--- config.mk ---
export PLATFORM = sky130hd
export DESIGN_NAME = pipe_hazard_ctrl
export DESIGN_NICKNAME = d
export VERILOG_FILES = /design/src/rtl/pipe_hazard_ctrl_pkg.sv /design/src/rtl/pipe_hazard_ctrl_hazard_match.sv /design/src/rtl/pipe_hazard_ctrl.sv
export SDC_FILE = /design/constraint.sdc
export NUM_CORES = 1
export LEC_CHECK = 0
export ABC_AREA = 1
export CAP_MARGIN = 30
export CORE_AREA = 10 10 88 90
export DETAILED_ROUTE_END_ITERATION = 8
export DIE_AREA = 0 0 98 100
export DONT_BUFFER_PORTS = 1
export PLACE_DENSITY_LB_ADDON = 0.15
export SLEW_MARGIN = 0
export SYNTH_ARGS = -nofsm -noshare
export SYNTH_HDL_FRONTEND = slang
export SYNTH_SLANG_ARGS = --single-unit
--- constraint.sdc ---
create_clock -name clk -period 3.3 [get_ports clk]
set_input_delay 0.33 -clock clk [delete_from_list [all_inputs] [get_ports clk]]
set_output_delay 0.33 -clock clk [all_outputs]
set_load 0.02 [all_outputs]
--- src/rtl/pipe_hazard_ctrl_pkg.sv ---
// ---------------------------------------------------------------------------
// pipe_hazard_ctrl_pkg
// Shared definitions for the pipeline sequencing controller:
//   - state_e        : controller FSM state (RUN / STALL / FLUSH)
//   - *_STALL        : stall lengths for the different RAW hazard sources
//   - src_hits_dst() : source/destination register compare used by
//                      hazard_match
// ---------------------------------------------------------------------------
package pipe_hazard_ctrl_pkg;

  typedef enum logic [1:0] {
    ST_RUN   = 2'd0,
    ST_STALL = 2'd1,
    ST_FLUSH = 2'd2
  } state_e;

  // Stall cycles needed before the consumer in ID may proceed.
  localparam int unsigned LOAD_USE_STALL = 1;  // load in EX, forwarding present
  localparam int unsigned EX_RAW_STALL   = 2;  // EX producer, no forwarding
  localparam int unsigned MEM_RAW_STALL  = 1;  // MEM producer, no forwarding

  // True when a real consumer reads a register that the producer will write.
  // Register $0 is hard-wired to zero and therefore never creates a hazard.
  function automatic logic src_hits_dst(
    input logic       valid,
    input logic       uses_rs,
    input logic       uses_rt,
    input logic [4:0] rs_addr,
    input logic [4:0] rt_addr,
    input logic       reg_write,
    input logic [4:0] dst_addr
  );
    logic rs_hit;
    logic rt_hit;
    rs_hit = uses_rs && (rs_addr == dst_addr);
    rt_hit = uses_rt && (rt_addr == dst_addr);
    return valid && reg_write && (dst_addr != 5'd0) && (rs_hit || rt_hit);
  endfunction

endpackage

--- src/rtl/pipe_hazard_ctrl_hazard_match.sv ---
// ---------------------------------------------------------------------------
// hazard_match
// Combinational compare of the ID-stage source registers against one
// producer stage's destination register.
// Ports:
//   valid_i            ID holds a real instruction
//   uses_rs_i/uses_rt_i instruction actually reads RS / RT
//   rs_addr_i/rt_addr_i decoded source register addresses
//   reg_write_i        producer writes a register
//   dst_addr_i         producer destination register
//   hit_o              RAW hazard against this producer
// ---------------------------------------------------------------------------
module hazard_match
  import pipe_hazard_ctrl_pkg::*;
(
  input  logic       valid_i,
  input  logic       uses_rs_i,
  input  logic       uses_rt_i,
  input  logic [4:0] rs_addr_i,
  input  logic [4:0] rt_addr_i,
  input  logic       reg_write_i,
  input  logic [4:0] dst_addr_i,
  output logic       hit_o
);

  assign hit_o = src_hits_dst(valid_i, uses_rs_i, uses_rt_i, rs_addr_i,
                              rt_addr_i, reg_write_i, dst_addr_i);

endmodule

--- src/rtl/pipe_hazard_ctrl.sv ---
// ---------------------------------------------------------------------------
// pipe_hazard_ctrl
// Pipeline sequencing controller for the 5-stage MIPS core. Detects RAW
// hazards between ID sources and EX/MEM destinations, handles taken-branch
// squashes resolved in MEM, and drives the pipeline-register enables/flushes.
//
// Build option: MIPS_PIPE_FORWARD_EN
//   defined   - forwarding unit present; only a load in EX stalls (1 cycle)
//   undefined - no forwarding; EX producer stalls 2, MEM producer stalls 1
//
// Ports:
//   clk, rst                 clock, asynchronous active-high reset
//   i_ID_*                   ID-stage validity, source addresses, source use
//   i_EX_*                   EX-stage RegWrite, MemRead, destination
//   i_MEM_*                  MEM-stage RegWrite, destination, branch taken
//   o_IF_ctrl_PCWrite        PC update enable
//   o_ID_ctrl_IFIDWrite      IF/ID update enable
//   o_ID_ctrl_IFIDFlush      load NOP into IF/ID
//   o_EX_ctrl_Bubble         zero control entering ID/EX
//   o_MEM_ctrl_Flush         zero control entering EX/MEM
//   o_state                  FSM state (RUN=0, STALL=1, FLUSH=2)
//   o_perf_StallCycles       saturating count of cycles with PCWrite=0
//   o_perf_Flushes           saturating count of taken-branch flushes
// ---------------------------------------------------------------------------
module pipe_hazard_ctrl
  import pipe_hazard_ctrl_pkg::*;
#(
  parameter int unsigned STALL_CNT_W  = 2,
  parameter int unsigned PERF_STALL_W = 32,
  parameter int unsigned PERF_FLUSH_W = 16
) (
  input  logic                    clk,
  input  logic                    rst,
  input  logic                    i_ID_valid,
  input  logic [4:0]              i_ID_data_RSAddr,
  input  logic [4:0]              i_ID_data_RTAddr,
  input  logic                    i_ID_ctrl_UsesRS,
  input  logic                    i_ID_ctrl_UsesRT,
  input  logic                    i_EX_ctrl_RegWrite,
  input  logic                    i_EX_ctrl_MemRead,
  input  logic [4:0]              i_EX_data_DstAddr,
  input  logic                    i_MEM_ctrl_RegWrite,
  input  logic [4:0]              i_MEM_data_DstAddr,
  input  logic                    i_MEM_ctrl_BranchTaken,
  output logic                    o_IF_ctrl_PCWrite,
  output logic                    o_ID_ctrl_IFIDWrite,
  output logic                    o_ID_ctrl_IFIDFlush,
  output logic                    o_EX_ctrl_Bubble,
  output logic                    o_MEM_ctrl_Flush,
  output logic [1:0]              o_state,
  output logic [PERF_STALL_W-1:0] o_perf_StallCycles,
  output logic [PERF_FLUSH_W-1:0] o_perf_Flushes
);

  localparam logic [STALL_CNT_W-1:0]  CNT_ONE   = STALL_CNT_W'(1);
  localparam logic [PERF_STALL_W-1:0] PS_ONE    = PERF_STALL_W'(1);
  localparam logic [PERF_FLUSH_W-1:0] PF_ONE    = PERF_FLUSH_W'(1);
  localparam logic [PERF_STALL_W-1:0] PS_SAT    = {PERF_STALL_W{1'b1}};
  localparam logic [PERF_FLUSH_W-1:0] PF_SAT    = {PERF_FLUSH_W{1'b1}};

  state_e                   state_q, state_d;
  logic [STALL_CNT_W-1:0]   cnt_q, cnt_d;
  logic [PERF_STALL_W-1:0]  perf_stall_q;
  logic [PERF_FLUSH_W-1:0]  perf_flush_q;

  logic                     ex_hit_s;
  logic                     mem_hit_s;
  logic [STALL_CNT_W-1:0]   stall_len_s;
  logic                     pc_write_s;
  logic                     ifid_write_s;
  logic                     ifid_flush_s;
  logic                     bubble_s;
  logic                     mem_flush_s;

  hazard_match u_ex_match (
    .valid_i     (i_ID_valid),
    .uses_rs_i   (i_ID_ctrl_UsesRS),
    .uses_rt_i   (i_ID_ctrl_UsesRT),
    .rs_addr_i   (i_ID_data_RSAddr),
    .rt_addr_i   (i_ID_data_RTAddr),
    .reg_write_i (i_EX_ctrl_RegWrite),
    .dst_addr_i  (i_EX_data_DstAddr),
    .hit_o       (ex_hit_s)
  );

  hazard_match u_mem_match (
    .valid_i     (i_ID_valid),
    .uses_rs_i   (i_ID_ctrl_UsesRS),
    .uses_rt_i   (i_ID_ctrl_UsesRT),
    .rs_addr_i   (i_ID_data_RSAddr),
    .rt_addr_i   (i_ID_data_RTAddr),
    .reg_write_i (i_MEM_ctrl_RegWrite),
    .dst_addr_i  (i_MEM_data_DstAddr),
    .hit_o       (mem_hit_s)
  );

  // Stall length demanded by the instruction currently in ID.
  always_comb begin
    stall_len_s = '0;
`ifdef MIPS_PIPE_FORWARD_EN
    // Forwarding covers ALU results; only load-use must wait for memory data.
    if (ex_hit_s && i_EX_ctrl_MemRead) begin
      stall_len_s = STALL_CNT_W'(LOAD_USE_STALL);
    end else begin
      stall_len_s = '0;
    end
`else
    // Register file writes in the first half-cycle, so WB never hazards.
    if (ex_hit_s) begin
      stall_len_s = STALL_CNT_W'(EX_RAW_STALL);
    end else if (mem_hit_s) begin
      stall_len_s = STALL_CNT_W'(MEM_RAW_STALL);
    end else begin
      stall_len_s = '0;
    end
`endif
  end

  // Control outputs and next-state logic; taken branch overrides everything.
  always_comb begin
    pc_write_s   = 1'b1;
    ifid_write_s = 1'b1;
    ifid_flush_s = 1'b0;
    bubble_s     = 1'b0;
    mem_flush_s  = 1'b0;
    state_d      = state_q;
    cnt_d        = cnt_q;
    if (rst) begin
      // Hold the whole pipeline quiet while reset is asserted.
      pc_write_s   = 1'b0;
      ifid_write_s = 1'b0;
      ifid_flush_s = 1'b1;
      bubble_s     = 1'b1;
      mem_flush_s  = 1'b1;
      state_d      = ST_RUN;
      cnt_d        = '0;
    end else if (i_MEM_ctrl_BranchTaken) begin
      // PC/IF-ID stay enabled so the redirect target is loaded.
      ifid_flush_s = 1'b1;
      bubble_s     = 1'b1;
      mem_flush_s  = 1'b1;
      state_d      = ST_FLUSH;
      cnt_d        = '0;
    end else begin
      case (state_q)
        ST_RUN: begin
          if (stall_len_s != '0) begin
            pc_write_s   = 1'b0;
            ifid_write_s = 1'b0;
            bubble_s     = 1'b1;
            // Detection cycle counts as the first stall cycle.
            if (stall_len_s > CNT_ONE) begin
              state_d = ST_STALL;
              cnt_d   = stall_len_s - CNT_ONE;
            end else begin
              state_d = ST_RUN;
              cnt_d   = '0;
            end
          end else begin
            state_d = ST_RUN;
            cnt_d   = '0;
          end
        end
        ST_STALL: begin
          // Hazard inputs are ignored here: the count already covers them.
          pc_write_s   = 1'b0;
          ifid_write_s = 1'b0;
          bubble_s     = 1'b1;
          if (cnt_q <= CNT_ONE) begin
            state_d = ST_RUN;
            cnt_d   = '0;
          end else begin
            state_d = ST_STALL;
            cnt_d   = cnt_q - CNT_ONE;
          end
        end
        ST_FLUSH: begin
          // Squash the wrong-path word from synchronous instruction memory.
          ifid_flush_s = 1'b1;
          state_d      = ST_RUN;
          cnt_d        = '0;
        end
        default: begin
          state_d = ST_RUN;
          cnt_d   = '0;
        end
      endcase
    end
  end

  // FSM state and remaining-stall counter.
  always_ff @(posedge clk or posedge rst) begin
    if (rst) begin
      state_q <= ST_RUN;
      cnt_q   <= '0;
    end else begin
      state_q <= state_d;
      cnt_q   <= cnt_d;
    end
  end

  // Saturating performance counters.
  always_ff @(posedge clk or posedge rst) begin
    if (rst) begin
      perf_stall_q <= '0;
      perf_flush_q <= '0;
    end else begin
      if (!pc_write_s && (perf_stall_q != PS_SAT)) begin
        perf_stall_q <= perf_stall_q + PS_ONE;
      end else begin
        perf_stall_q <= perf_stall_q;
      end
      if (i_MEM_ctrl_BranchTaken && (perf_flush_q != PF_SAT)) begin
        perf_flush_q <= perf_flush_q + PF_ONE;
      end else begin
        perf_flush_q <= perf_flush_q;
      end
    end
  end

  assign o_IF_ctrl_PCWrite   = pc_write_s;
  assign o_ID_ctrl_IFIDWrite = ifid_write_s;
  assign o_ID_ctrl_IFIDFlush = ifid_flush_s;
  assign o_EX_ctrl_Bubble    = bubble_s;
  assign o_MEM_ctrl_Flush    = mem_flush_s;
  assign o_state             = state_q;
  assign o_perf_StallCycles  = perf_stall_q;
  assign o_perf_Flushes      = perf_flush_q;

endmodule
# [Yosys cells after proc, flatten, opt, wreduce, memory -nomap -nowiden]
# Cells that the tools add are included.
[totals] reg_bits=52 output_inout_bits=55 word_cells=64 input_bits=29
[classes] reduce_logical=19 n_addsub=4 mux=27 n_lt_le_gt_ge=2 eq_ne=8
[op_table] operator="adder 32 x 1 -> 32 bit, second input constant" n=1
[op_table] operator="inequality test 32 bit, second input constant" n=1
[op_table] operator="equality test 5 bit" n=4
[op_table] operator="two-way mux 2 bit" n=9
[op_table] operator="adder 16 x 1 -> 16 bit, second input constant" n=1
[op_table] operator="inequality test 16 bit, second input constant" n=1
[op_table] operator="two-way mux 1 bit" n=14
[op_table] operator="logical AND 1 bit" n=12
[op_table] operator="nonzero test 5 bit" n=2
[op_table] operator="one-hot mux 2 bit (2 select lines)" n=2
[op_table] operator="one-hot mux 1 bit (2 select lines)" n=2
[op_table] operator="subtractor 2 x 1 -> 2 bit, second input constant" n=2
[op_table] operator="equality test 2 x 1 -> 1 bit, second input constant" n=1
[op_table] operator="equality test 2 bit, second input constant" n=1
[op_table] operator="greater-than comparator 2 x 1 -> 1 bit, second input constant" n=1
[op_table] operator="less-or-equal comparator 2 x 1 -> 1 bit, second input constant" n=1
[op_table] operator="zero test 2 bit" n=1
[op_table] operator="logical OR 1 bit" n=2
[op_table] operator="nonzero test 2 bit" n=1
[op_table] operator="zero test 1 bit" n=1

# [Logic depth before layout (Yosys ltp)]
# Gate-level depths: netlist of run 1.
[depth] word_depth=13 depth_mapped=14 depth_no_buf=13

# [By module]
# Synthesis of run 1 repeated with hierarchy kept, for this count alone.
[unflattened] hier_cells=613 area_unflattened_um2=3718.6
[modules_own_cells] module="pipe_hazard_ctrl" seq_area_each_um2=1301.2 area_per_inst_um2=3283.1 cells_per_inst=503 n_inst=1
[modules_own_cells] module="hazard_match" seq_area_each_um2=0.0 area_per_inst_um2=217.7 cells_per_inst=55 n_inst=2

# [Worst setup path after synthesis of run 1]
# No wires, ideal clock.
[synth_path] kind="input port to output port" startpoint="in rst" endpoint="out o_IF_ctrl_PCWrite" arrival_ns=2.431 required_ns=2.970 n_path_buf=2 slack_ns=0.539 path_stages=5 cell_sequence="inv_1 nand2_1 clkbuf_1 inv_1 buf_4"
[synth_between] elab_chain_cells=1
[synth_lines] item="start, declared" line_no="pipe_hazard_ctrl.sv:33" rtl="input logic rst,"
[synth_lines] item="two-way mux 1 bit"
[synth_lines] item="end, declared" line_no="pipe_hazard_ctrl.sv:45" rtl="output logic o_IF_ctrl_PCWrite,"
# Every way passes these cells.

# [Worst setup path after layout of run 1]
[layout_path] startpoint="reg perf_stall_q[0], in the netlist o_perf_StallCycles[0]" endpoint="reg perf_stall_q[15], in the netlist o_perf_StallCycles[15]"
[layout_between] elab_chain_cells=2 elab_cells_between_ends=3 cone_classes="add/sub (1); eq/ne (1); reduce/logical (1)"
[layout_lines] item="start, declared" line_no="pipe_hazard_ctrl.sv:63" rtl="logic [PERF_STALL_W-1:0] perf_stall_q;"
[layout_lines] item="start signal, assigned" line_no="pipe_hazard_ctrl.sv:209" rtl="perf_stall_q <= perf_stall_q + PS_ONE;"
[layout_lines] item="start signal, assigned" line_no="pipe_hazard_ctrl.sv:211" rtl="perf_stall_q <= perf_stall_q;"
[layout_lines] item="branches (longest 2 deep; another with adder 32 x 1 -> 32 bit)"
# Parallel ways; which one is timed is not known.
# A chain may end at the register's enable or synchronous reset.

==> impl_metrics.tcl, run 1 <==
set metrics [dict create \
    place_area_um2 3510 \
    synth_compound_area_share_pct 1.16 \
    wl_mm 8.66 \
    ys_warn_count 0 \
    dpl.hpwl_mm 6.74 \
    htreeDepth 2 \
    stdcell_area_um2 3620 \
    fin_crit_sh_pct 73.7 \
    antenna_found_initial 0 \
    avgSynthCellArea_um2 6.82 \
    numPortBuffers 0 \
    diodes 0 \
    syn_nets 537 \
    finalHoldViolCount 0 \
    place_congestion 0.955 \
    power_density_nw_per_um2 430 \
    cp.arrival_ns 2.68 \
    cp.required_ns 3.54 \
    holdPathEnd "o_state[1]" \
    reg2reg_from "o_perf_StallCycles[0]" \
    layout.nets 537 \
    cts.sinks 52 \
    die_h_um 100 \
    cts_hold_buf 0 \
    core_um2 6130 \
    tightest_slew_ns 0.671 \
    rows 29 \
    yosysTopAreaCellShare_pct 37.7 \
    grt_pass1_vias 2871 \
    ys_ff_latch 52 \
    post-synth-top-count-cell "nand2_1" \
    wl_per_cell_um 14.8 \
    syn_to_final_growth_pct 4.82 \
    synth_edf_count 0 \
    period_minus_slack_ns 2.43 \
    criticalPathCategory "register to register" \
    multi_input_area_um2 1860 \
    synth-simple-area-share_pct 41.0 \
    r2r_cells 9 \
    r2r-end "o_perf_StallCycles[15]" \
    cts_buffer_depth 2 \
    drt_iter0_drc 128 \
    grt_pass1_wl_mm 14.5 \
    postRouteAntennaNets 0 \
    io_pins 84 \
    synth_fa_ha_area_share_pct 0.725 \
    drv_slew 0 \
    synth_top_family_by_area "simple AND/OR/NAND/NOR gates" \
    p_total_mw 1.55 \
    gr-max-usage-layer "met2" \
    synth_area_leaders "dfrtp_1 38%, nand2_1 21%, xor2_1 7.9%, nand3_1 7.4%, inv_1 6.1%" \
    nFillCells 610 \
    grt_overflow 0 \
    hold_start "rst" \
    hold-path-cell-count 1 \
    vias_per_cell 5.29 \
    async_flop_share_pct 100 \
    endpoint_kind "register" \
    synth.largest_area_cell "dfrtp_1" \
    fin_skew_ns 0.00702 \
    grt_max_degree 53 \
    synth_cells 506 \
    drcViolationCount 0 \
    met3_usage_pct 6.46 \
    start_util_pct 56.3 \
    fp.dieW_um 98 \
    crit_fanout 32 \
    dr.pass1.iters 4 \
    rsz0062_at_grt "false" \
    maxCapViolCount 0 \
    max_slew_margin_pct 54.8 \
    finalSetupViolations 0 \
    cts_setup_buffers 0 \
    muxShareOfSynthArea_pct 0 \
    cts.clk_slew.worst_paths_ns 0.10 \
    layout.area.seq_um2 1300 \
    tns_ns 0 \
    die_area_um2 9800 \
    ys_top_cells_by_count "189 x nand2_1, 56 x inv_1, 55 x nor2_1, 52 x dfrtp_1, 51 x nand3_1" \
    grtUsageMet2_pct 26.5 \
    fmax_ghz 0.411 \
    ir_worst_vdd_uv 427 \
    synth_seq_area_share_pct 37.7 \
    cts_resized 0 \
    status "finished, final reports clean" \
    worstHoldPathType "primary input to register" \
    ff2ff_setup_slack_ns 0.87 \
    drive_gt1_share_pct 4.14 \
    syn-cell-area_um2 3450 \
    vias 3092 \
    cts_tree "done" \
    ys.flop_type "dfrtp_1" \
    synth_cell_types 23 \
    clock_latency_ns 0.30 \
    grt.total_usage_pct 17.4 \
    synth-xor-area-share_pct 11.2 \
    met1_usage_pct 22.7 \
    setup.worst_path.start_class "register" \
    clock-root-buffer "clkbuf_8" \
    numCtsBuffers 5 \
    p_leak_nw 1.93 \
]
==> cell families after synthesis <==
group           Yosys count
fa+ha+maj                 2
buf+inv                  68
simple gates            332
xor+xnor                 44
flops                    52
compound gates            8
==> how the worst max path moves through the flow <==
stage | startpoint | slack, ns | end | cells past startpoint
2_1_floorplan | rst | 0.54 | o_IF_ctrl_PCWrite | 5
3_3_place_gp | o_perf_StallCycles[0] | 0.97 | o_perf_StallCycles[8] | 9
3_5_place_dp | o_perf_StallCycles[0] | 0.90 | o_perf_StallCycles[0] | 9
4_1_cts | o_perf_StallCycles[0] | 0.86 | o_perf_StallCycles[0] | 9
5_1_grt | o_perf_StallCycles[0] | 0.62 | o_perf_StallCycles[5] | 9
6_report | o_perf_StallCycles[0] | 0.87 | o_perf_StallCycles[15] | 9
==> power by group <==
part	leakage [nW]	switching, mW	total [mW]	internal [mW]
clock network	0.0541	0.216	0.440	0.225
logic	1.18	0.147	0.236	0.0888
registers	0.696	0.179	0.879	0.700
total	1.93	0.542	1.55	1.01
==> final cells by class <==
class	instances	share of cell area (%)
clock buffers	5	1.90
clock inverters	3	1.18
inverters	57	5.91
multi-input cells	386	51.5
flip-flops and latches	52	36.0
well taps	77	2.66
repair buffers	4	0.830
==> cell usage in the layout (no fill, tap or decap) <==
cell | netlist | routed
nand4_2 | 1 | 1
inv_1 | 56 | 55
clkinvlp_4 | 0 | 1
bufinv_16 | 0 | 1
inv_2 | 1 | 2
xor2_1 | 31 | 31
clkbuf_8 | 0 | 5
nand2_1 | 189 | 189
nand4_1 | 8 | 8
xnor2_1 | 13 | 13
nor3_2 | 1 | 1
a21oi_1 | 4 | 4
nor3_1 | 20 | 20
dfrtp_1 | 52 | 52
nor2_1 | 55 | 55
nand3_1 | 51 | 51
nand3_4 | 1 | 1
nand2_2 | 3 | 3
ha_1 | 2 | 2
buf_4 | 1 | 4
o21ai_0 | 4 | 4
nor4_1 | 2 | 2
nor4_4 | 1 | 1
clkinv_2 | 0 | 1
==> sequential cells by signal (all words and copies together), names as in the netlist <==
signal and flops:
o_state 2, o_perf_Flushes 16, cnt_q 2, o_perf_StallCycles 32
==> worst max-delay path, cell delays in order, from the launching register on <==
cell and delay (ns):
dfrtp_1 0.60, ha_1 0.33, nand3_4 0.15, inv_2 0.09, nand2_2 0.10, nor4_4 0.26, nand4_2 0.13, nand2_2 0.48
nand2_1 0.13, nand2_1 0.10
==> stage by stage <==
stage	hold WS [ns]	std cells	utilization (%)	setup WS, ns
floorplan	0.396	506	-	0.539
global placement	0.397	576	57.2	0.972
detailed placement	0.400	576	57.2	0.898
CTS	0.0739	584	59.0	0.861
global route	0.0620	584	59.0	0.616
finish	0.0780	584	59.0	0.868
==> per-layer routing <==
layer	vias to the layer above	routed length (um)	part of all wire [%]
met2	97	3870	45
met5	-	0	0
met1	1408	3800	44
li1	1575	-	-
met3	12	891	10
met4	0	103	1.2
Power figures use the tool's default switching activity.
==> inputs of run 2 (changes only) <==
==> constraint.sdc (replaced) <==
create_clock -name clk -period 2.5 [get_ports clk]
set_input_delay 0.25 -clock clk [delete_from_list [all_inputs] [get_ports clk]]
set_output_delay 0.25 -clock clk [all_outputs]
set_load 0.02 [all_outputs]
==> impl_metrics.tcl, run 2 (synthesis gave the netlist of run 1 again) <==
set metrics [dict create \
    io_pins 84 \
    ir_worst_vdd_uv 586 \
    finalHoldViolCount 0 \
    largest_reg_flops 32 \
    grt_max_degree 53 \
    wl_mm 8.80 \
    crit_fanout 17 \
    dpl.hpwl_mm 6.98 \
    setup.worst_path.start_class "register" \
    grt_pass1_wl_mm 14.8 \
    rows 29 \
    htreeDepth 2 \
    p_leak_nw 1.98 \
    rsz0062_at_grt "false" \
    wl_met2_mm 4.00 \
    drcViolationCount 0 \
    status "finished, final reports clean" \
    period_minus_slack_ns 2.18 \
    tns_ns 0 \
    ff2ff_setup_slack_ns 0.32 \
    cts_tree "done" \
    clock-root-buffer "clkbuf_8" \
    fin_skew_ns 0.0108 \
    drt_iter0_drc 156 \
    cts_buffer_depth 2 \
    antenna_found_initial 0 \
    maxCapViolCount 0 \
    cts_setup_buffers 0 \
    worstHoldPathType "primary input to asynchronous set/reset pin" \
    numPortBuffers 0 \
    p_total_mw 2.03 \
    grt_overflow 0 \
    grt.total_usage_pct 17.8 \
    place_congestion 0.958 \
    max_slew_margin_pct 56.1 \
    fin_crit_sh_pct 87.4 \
    drv_slew 0 \
    layout.area.seq_um2 1300 \
    cts.sinks 52 \
    power_density_nw_per_um2 548 \
    wl_per_cell_um 14.8 \
    nFillCells 610 \
    finalSetupViolations 0 \
    diodes 0 \
    cp.required_ns 2.75 \
    die_area_um2 9800 \
    layout_commonest_cell "nand2_1" \
    syn_to_final_growth_pct 7.29 \
    hold_slack_ns 0.0126 \
    clock_latency_ns 0.31 \
    criticalPathCategory "register to register" \
    dr.pass1.iters 4 \
    reg2reg_from "o_perf_StallCycles[17]" \
    final_cell_mix "189 x nand2_1, 55 x inv_1, 55 x nor2_1" \
    dr.max_layer_used "met4" \
    final_core_util_pct 60.4 \
    postRouteAntennaNets 0 \
    r2r_cells 9 \
    drive_gt1_share_pct 5.98 \
    r2r-end "o_perf_StallCycles[12]" \
    core_um2 6130 \
    met1_length_mm 3.86 \
    vias_per_cell 5.31 \
    cts_resized 0 \
    die_h_um 100 \
    tightest_slew_ns 0.652 \
    endpoint_kind "register" \
    wl_met3_um 911 \
    vias 3157 \
    cp.arrival_ns 2.43 \
    start_util_pct 56.3 \
    multi_input_area_um2 1860 \
    layout.nets 548 \
    fp.dieW_um 98 \
    numCtsBuffers 5 \
    grt_pass1_vias 2916 \
    cts.clk_slew.worst_paths_ns 0.11 \
    cts_hold_buf 1 \
    fmax_ghz 0.458 \
]
==> run 2: how the worst max path moves through the flow <==
| stage | start | endpoint | depth (start not counted) |
|---|---|---|---|
| 6_report | o_perf_StallCycles[17] | o_perf_StallCycles[12] | 9 |
| 5_1_grt | o_perf_Flushes[1] | o_perf_Flushes[15] | 11 |
| 2_1_floorplan | rst | o_IF_ctrl_PCWrite | 5 |
| 3_5_place_dp | o_perf_StallCycles[17] | o_perf_StallCycles[12] | 9 |
| 4_1_cts | o_perf_StallCycles[17] | o_perf_StallCycles[12] | 9 |
| 3_3_place_gp | o_perf_StallCycles[17] | o_perf_StallCycles[7] | 9 |
==> run 2: critical path, cell delays in order, from the launching register on <==
cell and delay (ns):
dfrtp_1 0.56, inv_1 0.16, nor3_2 0.25, nand2_1 0.16, nor4_4 0.20, nand4_2 0.15, nand2_2 0.31, buf_12 0.19
nand2_1 0.06, nand2_1 0.07
==> run 2: layout make-up <==
type,instances,area share (%)
clock buffers,5,1.86
clock inverters,3,0.710
inverters,57,5.88
multi-input cells,386,50.4
flip-flops and latches,52,35.1
well taps,77,2.60
repair buffers,15,3.45
==> run 2: stage by stage <==
stage	area, um2	setup WS [ns]	instances
final	3700	0.316	595
after global routing	3700	0.134	595
after CTS	3700	0.291	595
after detailed placement	3600	0.345	586
after global placement	3600	0.390	586
after floorplan	3450	0.192	506
==> run 2: per-layer routing <==
metal | vias up | track usage, %
li1 | 1592 | -
met1 | 1468 | 23.1
met2 | 95 | 28.2
met3 | 2 | 6.46
met4 | 0 | 3.47
met5 | - | 0
==> run 2: report_power, final <==
group | switching (mW) | internal [mW] | leakage (nW) | total [mW]
clock | 0.309 | 0.207 | 0.0491 | 0.516
sequential | 0.184 | 0.924 | 0.696 | 1.11
combinational | 0.256 | 0.149 | 1.24 | 0.405
total | 0.750 | 1.28 | 1.98 | 2.03
==> variant (config.mk and constraints of run 2) <==
`PERF_FLUSH_W`: 16 -> 18.
--- a/src/rtl/pipe_hazard_ctrl.sv
+++ b/src/rtl/pipe_hazard_ctrl.sv
@@ -28,5 +28,5 @@
   parameter int unsigned STALL_CNT_W  = 2,
   parameter int unsigned PERF_STALL_W = 32,
-  parameter int unsigned PERF_FLUSH_W = 16
+  parameter int unsigned PERF_FLUSH_W = 18
 ) (
   input  logic                    clk,
Ports: changed (resized o_perf_Flushes); port bits go from 84 to 86. The function was not compared with the original's and may differ.
==> variant against run 2 <==
Via count grew 3.8%. Hold slack better by 0.023 ns. Worst setup slack better by 0.053 ns. Area after synthesis is 5.2% higher. Synthesized cell count rose by 6.7%. Total power up 2.4%. Routed wire length rose by 1.9%. Sequential share of layout area increased by 0.19 points. Utilization grew 2.0 points. Sequential cell count increased by 2. Cell area up 3.3%. Clock skew decreased by 0.0035 ns. Combinational power decreased by 12%. Critical path type unchanged. Critical endpoint is now o_perf_StallCycles[17]. Largest cell class unchanged. Highest routed layer unchanged.
==> variant: results (changes against run 2) <==
First-pass DRT Iterations=5 (+1); multi-input gate count=412 (+6.7%); number of distinct library cells after synthesis=25 (+8.7%); Worst Hold Slack=0.0357 ns (+0.0231 ns); worst-case clock skew=0.00734 ns (-0.00347 ns); routed via count divided by cell count=5.29 (-0.35%); drt wl/cell=14.5 um (-2.2%); number of cells on the worst reg-to-reg path=8 (-1); Tot GR Track Use=0.180 (+0.00176); area post-placement=0.00371 mm2 (+3.0%); DRC marker count from the first detailed-route iteration=175 (+12%); worst-case vdd ir drop=0.546 mV (-6.7%); relative area of clock buffers and inverters in the final design=0.0281 (+0.00246); result of the run=finished, final reports clean; total half-perimeter wirelength after legalization and detailed placement=7170 um (+2.6%); number of nets in the final layout=574 (+4.7%); met3 demand-to-capacity share in global routing=0.0673 (+0.00275); maximum fanout encountered on the critical timing path=29 (+12); buffer share of cell area=0.0164 (-0.0181); sequential share of the synthesized area=0.372 (-0.00480); share of cells above drive strength 1=0.0460 (-0.0138); portion of total power attributed to sequential cells=0.555 (+0.009); leakage power summed over all cells=1.99 nW (+0.38%); share of the final layout cell area in sequential cells=0.353 (+0.00193); largest net degree at the start of global routing=55 (+3.8%); cell types with the highest counts after synthesis=197 x nand2_1, 58 x inv_1, 56 x nand3_1, 56 x nor2_1, 54 x dfrtp_1; register-to-register setup slack=0.37 ns (+0.05 ns); placed insts=612 (+4.4%); fraction of met1 tracks used by global routing=0.231 (+0.000698)
[variant: metal layers]
metal / wire length (um) / vias to the layer above
met5: 0 / -
met4: 87 / 0
met3: 894 / 7
met2: 4050 / 96
met1: 3940 / 1481
li1: - / 1694
[variant: kinds of logic after synthesis]
group | count (synthesis) | synth area share
adder cells (fa/ha/maj) | 2 | 0.00689
XOR/XNOR | 44 | 0.106
AO/OA/AOI/OAI | 7 | 0.00965
AND/OR/NAND/NOR | 359 | 0.421
flip-flops | 54 | 0.372
buffers and inverters | 74 | 0.0841
[variant: metrics by stage]
step | total power (W) | worst slack, ns | utilization
after floorplan | 0.00143 | 0.0813 | -
after global placement | 0.00153 | 0.482 | 0.604
after detailed placement | 0.00154 | 0.394 | 0.604
after CTS | 0.00210 | 0.371 | 0.624
after global routing | 0.00221 | 0.155 | 0.624
final | 0.00208 | 0.369 | 0.624
[variant: timing repair]
item	CTS	global route
endpoints found under the hold margin	2	0
hold buffers	1	0
setup endpoints to repair	0	0
